<file path="src/rtl/n_bit_counter_pkg.sv">
// Shared types and constants for the n-bit down counter family.
// Latency: n/a (declarations only).
// Backpressure: n/a.
package n_bit_counter_pkg;

   // Default counter width in bits.
   localparam int DEFAULT_N = 8;

   // Controller states: waiting for a load, counting down, finished (one-shot only).
   typedef enum logic [1:0] {
      IDLE = 2'b00,
      RUN  = 2'b01,
      DONE = 2'b10
   } state_t;

endpackage : n_bit_counter_pkg

</file>
<file path="src/rtl/n_bit_down_counter.sv">
// Loadable down counter with terminal-count pulse, busy flag and optional periodic reload.
// Latency: a load sampled at edge k shows count==load_value and busy after edge k; zero is combinational.
// Backpressure: none; enable=0 simply freezes a running count, load always wins over enable.
module n_bit_down_counter
   import n_bit_counter_pkg::*;
#(
   parameter int N           = DEFAULT_N,
   parameter bit AUTO_RELOAD = 1'b0
) (
   input  logic         clock,
   input  logic         clear,
   input  logic         load,
   input  logic [0:N-1] load_value,
   input  logic         enable,
   output logic [0:N-1] count,
   output logic         zero,
   output logic         tc,
   output logic         busy
);

   state_t       state_q;
   logic [0:N-1] count_q;
   logic [0:N-1] reload_q;
   logic         tc_q;
   logic         busy_q;

   // Bit 0 is the MSB throughout, so plain arithmetic on the vectors is numerically correct.
   // Single register block: clear dominates, then load, then counting in RUN.
   always_ff @(posedge clock) begin
      if (!clear) begin
         state_q  <= IDLE;
         count_q  <= '0;
         reload_q <= '0;
         tc_q     <= 1'b0;
         busy_q   <= 1'b0;
      end else if (load) begin
         // Restart from any state; a zero load is already at terminal count.
         count_q  <= load_value;
         reload_q <= load_value;
         if (load_value == '0) begin
            tc_q <= 1'b1;
            if (AUTO_RELOAD) begin
               state_q <= RUN;
               busy_q  <= 1'b1;
            end else begin
               state_q <= DONE;
               busy_q  <= 1'b0;
            end
         end else begin
            tc_q    <= 1'b0;
            state_q <= RUN;
            busy_q  <= 1'b1;
         end
      end else begin
         tc_q <= 1'b0;
         case (state_q)
            RUN: begin
               if (enable) begin
                  if (count_q > N'(1)) begin
                     count_q <= count_q - N'(1);
                  end else if (count_q == N'(1)) begin
                     count_q <= '0;
                     tc_q    <= 1'b1;
                     if (!AUTO_RELOAD) begin
                        state_q <= DONE;
                        busy_q  <= 1'b0;
                     end
                  end else if (AUTO_RELOAD) begin
                     // Sitting at zero: start the next period; a zero period pulses tc every cycle.
                     count_q <= reload_q;
                     tc_q    <= (reload_q == '0);
                  end else begin
                     // Unreachable in one-shot mode, but never let zero wrap.
                     state_q <= DONE;
                     busy_q  <= 1'b0;
                  end
               end
            end
            IDLE, DONE: begin
               busy_q <= 1'b0;
            end
            default: begin
               state_q <= IDLE;
               busy_q  <= 1'b0;
            end
         endcase
      end
   end

   assign count = count_q;
   assign zero  = (count_q == '0);
   assign tc    = tc_q;
   assign busy  = busy_q;

endmodule : n_bit_down_counter

</file>
<file path="config.mk">
export PLATFORM = sky130hd
export DESIGN_NAME = n_bit_down_counter
export DESIGN_NICKNAME = d
export VERILOG_FILES = /design/src/rtl/n_bit_counter_pkg.sv /design/src/rtl/n_bit_down_counter.sv
export SDC_FILE = /design/constraint.sdc
export NUM_CORES = 1
export LEC_CHECK = 0
export CORE_MARGIN = 2
export CORE_UTILIZATION = 40
export DETAILED_ROUTE_END_ITERATION = 6
export PLACE_DENSITY = 0.76
export SLEW_MARGIN = 40
export SYNTH_ARGS = -nofsm -noshare
export SYNTH_HDL_FRONTEND = slang
export SYNTH_SLANG_ARGS = --single-unit
</file>
<file path="constraint.sdc">
create_clock -name clock -period 2.2 [get_ports clock]
set_clock_uncertainty 0.1 [all_clocks]
set_input_delay 0.44 -clock clock [delete_from_list [all_inputs] [get_ports clock]]
set_output_delay 0.44 -clock clock [all_outputs]
set_load 0.01 [all_outputs]
</file>
# Yosys cells after proc, flatten, opt, wreduce, memory -nomap -nowiden
# Cells that the tools add are included.
# word_totals
wordCells,43
in_bits,12
output_inout_bits,11
reg_bits,12
# classes
magnitude_cmp,1
n_eq_ne,6
add_sub_neg,1
n_reduce_logical,10
mux,21
# op_table
cell,count
8-bit two-way mux,5
8-bit logical NOT,2
1-bit two-way mux,11
"8-bit by 1-bit == test with 1-bit output, second input constant",1
"8-bit by 1-bit > comparator with 1-bit output, second input constant",1
2-bit two-way mux,4
"8-bit by 1-bit subtractor with 8-bit output, second input constant",1
"3-bit inequality test, second input constant",2
3-bit AND reduction,2
2-bit one-hot mux with 2 select lines,1
2-bit nonzero test,2
3-bit nonzero test,1
"2-bit by 1-bit == test with 1-bit output, second input constant",1
"2-bit == test, second input constant",1
2-bit logical NOT,1
"2-bit inequality test, second input constant",1
2-bit AND reduction,1
2-bit OR reduction,1

# Logic depth before layout (Yosys ltp)
# Gate-level depths: netlist (run 1).
# logic_depth
ltp_word,6
depth_mapped,6
ltp_nobuf,6

# Worst setup path before layout (run 1)
# No wires, ideal clock.
# synth_timing
path_kind,reg-to-reg
startpoint,"register count_q, in the netlist count[7]"
endpoint,"register count_q, in the netlist count[1]"
path_buffers,0
synth_period_minus_slack_ns,1.813
t_required_ns,2.042
stages_incl_launch_ff,7
path_slack_ns,0.387
t_arrival_ns,1.655
setup_time_ns,0.058
cell_sequence,dfxtp_1 inv_1 ha_1 or4b_1 or3_1 a21oi_1 o21a_1
# synth_between
elab_chain_cells,5
elab_cells_between_ends,9
cone_classes,add/sub: 1; order compare: 1; eq/ne: 1; mux: 4; reduce/logical: 2
# synth_lines
element,line,text
"start, declared",n_bit_down_counter.sv:22,logic [0:N-1] count_q;
"start signal, assigned",n_bit_down_counter.sv:38,count_q <= load_value;
"start signal, assigned",n_bit_down_counter.sv:60,count_q <= count_q - N'(1);
"start signal, assigned",n_bit_down_counter.sv:70,count_q <= reload_q;
8-bit by 1-bit subtractor with 8-bit output / 8-bit by 1-bit > comparator with 1-bit output (equally long branches),"n_bit_down_counter.sv:60, n_bit_down_counter.sv:59",
8-bit two-way mux,n_bit_down_counter.sv:59,if (count_q > N'(1)) begin
8-bit two-way mux,n_bit_down_counter.sv:58,if (enable) begin
8-bit two-way mux,n_bit_down_counter.sv:56,case (state_q)
8-bit two-way mux,n_bit_down_counter.sv:36,end else if (load) begin
# Several ways; a longest one is shown, not always the timed one. The select of a mux whose other input is x is not followed.
# A chain may end at the register's enable or synchronous reset.

# Worst setup path in the final report (run 1)
# layout_timing
startpoint,"register count_q, in the netlist count[6]"
endpoint,"register count_q, in the netlist count[1]"
# The elaborated chain is that of the path after synthesis.

==> flow_summary.ini, run 1 <==
[run]
max-cap-violations = 0

[cts]
cts.path.max_buffers = 2
post_cts_buffers = 0
clkSlewWorstSetupHoldPaths_ns = 0.08
cts_made_buffers = 3
clkSinkCount = 12
clk_latency_ns = 0.27
cts-htree-levels = 1
cts_tree = done
hold_buffers = 0
cts_resized = 0
clock-root-buffer = clkbuf_4

[logic_synthesis]
synthMostInstantiatedCell = dfxtp_1
synth.area.top_cells = dfxtp_1, a21oi_1, ha_1
synth_cells = 95
yosys_most_used_dff = dfxtp_1
synthesis.area_um2 = 774.5
synth-seq-cells = 12
synth_common_cells = dfxtp_1, a21oi_1, inv_1, nand2_1, o21ai_0
avgSynthCellArea_um2 = 8.153
yosysTopAreaCellShare = 0.3102
yosysWarningCount = 0
synth.distinct_cells = 41
ys_seq_area_frac = 0.3102
synthArstFlopShare = 0
syn-num-nets = 110
yosysTopAreaCell = dfxtp_1
synth_edf_count = 0

[critical_path]
cp-end-kind = flop
startpoint_type = flop
crit_type = reg -> reg
regToRegSetupSlack_ns = 0.22
cp_max_fo = 6
required_ns = 2.32
critPathLaunch = count[6]
worstPathArrival_ns = 2.10
r2r-start = count[6]

[layout]
regArea_um2 = 242.7
fillers = 159
area_growth_pct = 42.17
finalNetCount = 141
drive_gt1_frac = 0.1440
diodes = 0
multiInputGateArea_um2 = 504.2

[floorplanning]
start_util = 0.4344
dieWidth_um = 48
die_area_um2 = 2304
io_pins = 23
fp.dieH_um = 48
fp-row-count = 15
core_um2 = 1783

[power_and_ir_drop]
seqPwrFrac = 0.412
total_power_mw = 0.6065
p_leak_nw = 0.4325
ir_drop_uv = 404.8
pwr-share-clk = 0.290
p_int_mw = 0.4285
combPwrFrac = 0.299
switchingPower_mw = 0.1779
sw_frac_of_total = 0.2934
p_per_area_nw_per_um2 = 550.8

[grt]
antenna_found_initial = 0
grt_overflow_total = 0
grt_usage = 0.2137
grt_pass1_wl_um = 3325
grt_start_max_net_pins = 16
grt_pass1_vias = 726

[placed_design]
gp_congestion = 0.8105
hpwl_um = 1565
portBuffers = 22

[routing]
drc = 0
num_vias = 854
viasPerCell = 5.693
dr.pass1.iters = 4
wl_per_cell_um = 14.05
routed_wl_um = 2108
drt_iter0_drc = 36
drtAntennaViolNets = 0

[sta]
rsz0062_at_grt = false
finalSetupTns_ns = 0
setup-violations-final = 0
slew_violations = 0
final-hold-violation-count = 0
period_share = 0.8982
layout_min_cycle_time_ns = 1.976
worstMarginPinSlew_ns = 0.4433
fmax_mhz = 506.1
relSlewSlack = 0.7018

[hold_path]
worstHoldPathType = reg -> reg
min_from = busy

[outcome]
status = finished, final reports clean
power groups by stage:
stage / sequential (mW) / clock (mW) / combinational (mW)
final: 0.250 / 0.176 / 0.181
after global routing: 0.253 / 0.192 / 0.198
after CTS: 0.249 / 0.181 / 0.180
after detailed placement: 0.254 / 0 / 0.178
after global placement: 0.254 / 0 / 0.177
after floorplan: 0.257 / 0 / 0.0894
path summary, 6_finish.rpt:
path         depth (start not counted)       end
max reg2reg                          6  count[1]
min reg2reg                          2      busy
max                                  6  count[1]
min                                  2      busy
per-layer routing:
layer	global-route usage	routed length [um]
met4	0.04865	14
met2	0.3173	986
met5	0	0
met3	0.06792	128
met1	0.3011	978
sequential cells by signal, indices dropped and copies added, names as in the netlist:
register  flops
count         8
state_q       2
busy          1
tc            1
final cells by class:
type	count	share of cell area
tap	25	0.02841
clock buffer	4	0.03295
inverter	7	0.02386
timing repair buffer	27	0.2364
multi-input combinational	75	0.4580
sequential	12	0.2205
layout by cell type, fill, tap and decap left out, drive strengths merged, types with 2 or more instances in the layout:
| cell | n |
|---|---|
| buf | 5 |
| clkbuf | 4 |
| or4 | 2 |
| nor4 | 2 |
| clkdlybuf4s50 | 21 |
| dfxtp | 12 |
| or3 | 3 |
| a22oi | 2 |
| and2 | 2 |
| nand3 | 4 |
| and3 | 3 |
| o31ai | 2 |
| ha | 3 |
| o21ai | 6 |
| inv | 7 |
| a21oi | 10 |
| o21a | 2 |
| nor3 | 5 |
| nand2 | 7 |
| or2 | 2 |
worst max-delay path: stages, from the launching register on:
cell and delay (ns):
dfxtp_1 0.32, inv_1 0.11, ha_1 0.27, or4b_1 0.49, or3_1 0.33, a21oi_1 0.17
o21a_1 0.14
cell families after synthesis:
family / Yosys count / share of synthesized area
xor gates and xnor gates: 2 / 0.02262
DFF: 12 / 0.3102
and+or+nand+nor: 39 / 0.3199
AOI/OAI and AO/OA: 31 / 0.2601
buffers and inverters: 8 / 0.03877
adders and majority gates: 3 / 0.04847
stage by stage:
stage	setup WS [ns]	utilization	cell area, um^2	hold slack [ns]	std cells
6_report	0.2239	0.6175	1101	0.3714	150
5_1_grt	0.1281	0.6175	1101	0.4103	150
4_1_cts	0.05536	0.6147	1096	0.3770	150
3_5_place_dp	0.1744	0.5944	1060	0.3646	146
3_3_place_gp	0.2226	0.5944	1060	0.3631	146
2_1_floorplan	0.3875	-	774.5	0.3922	95
Power figures use the tool's default switching activity.
==> inputs of run 2 (changes only) <==
- CTS_CLUSTER_SIZE: default -> 20
==> results of run 2 <==
No change in the layout: final DEF, timing and power equal those of run 1.
==> inputs of run 3 (changes only) <==
- CTS_CLUSTER_DIAMETER: default -> 150
==> results of run 3 <==
No change in the layout: final DEF, timing and power equal those of run 1.
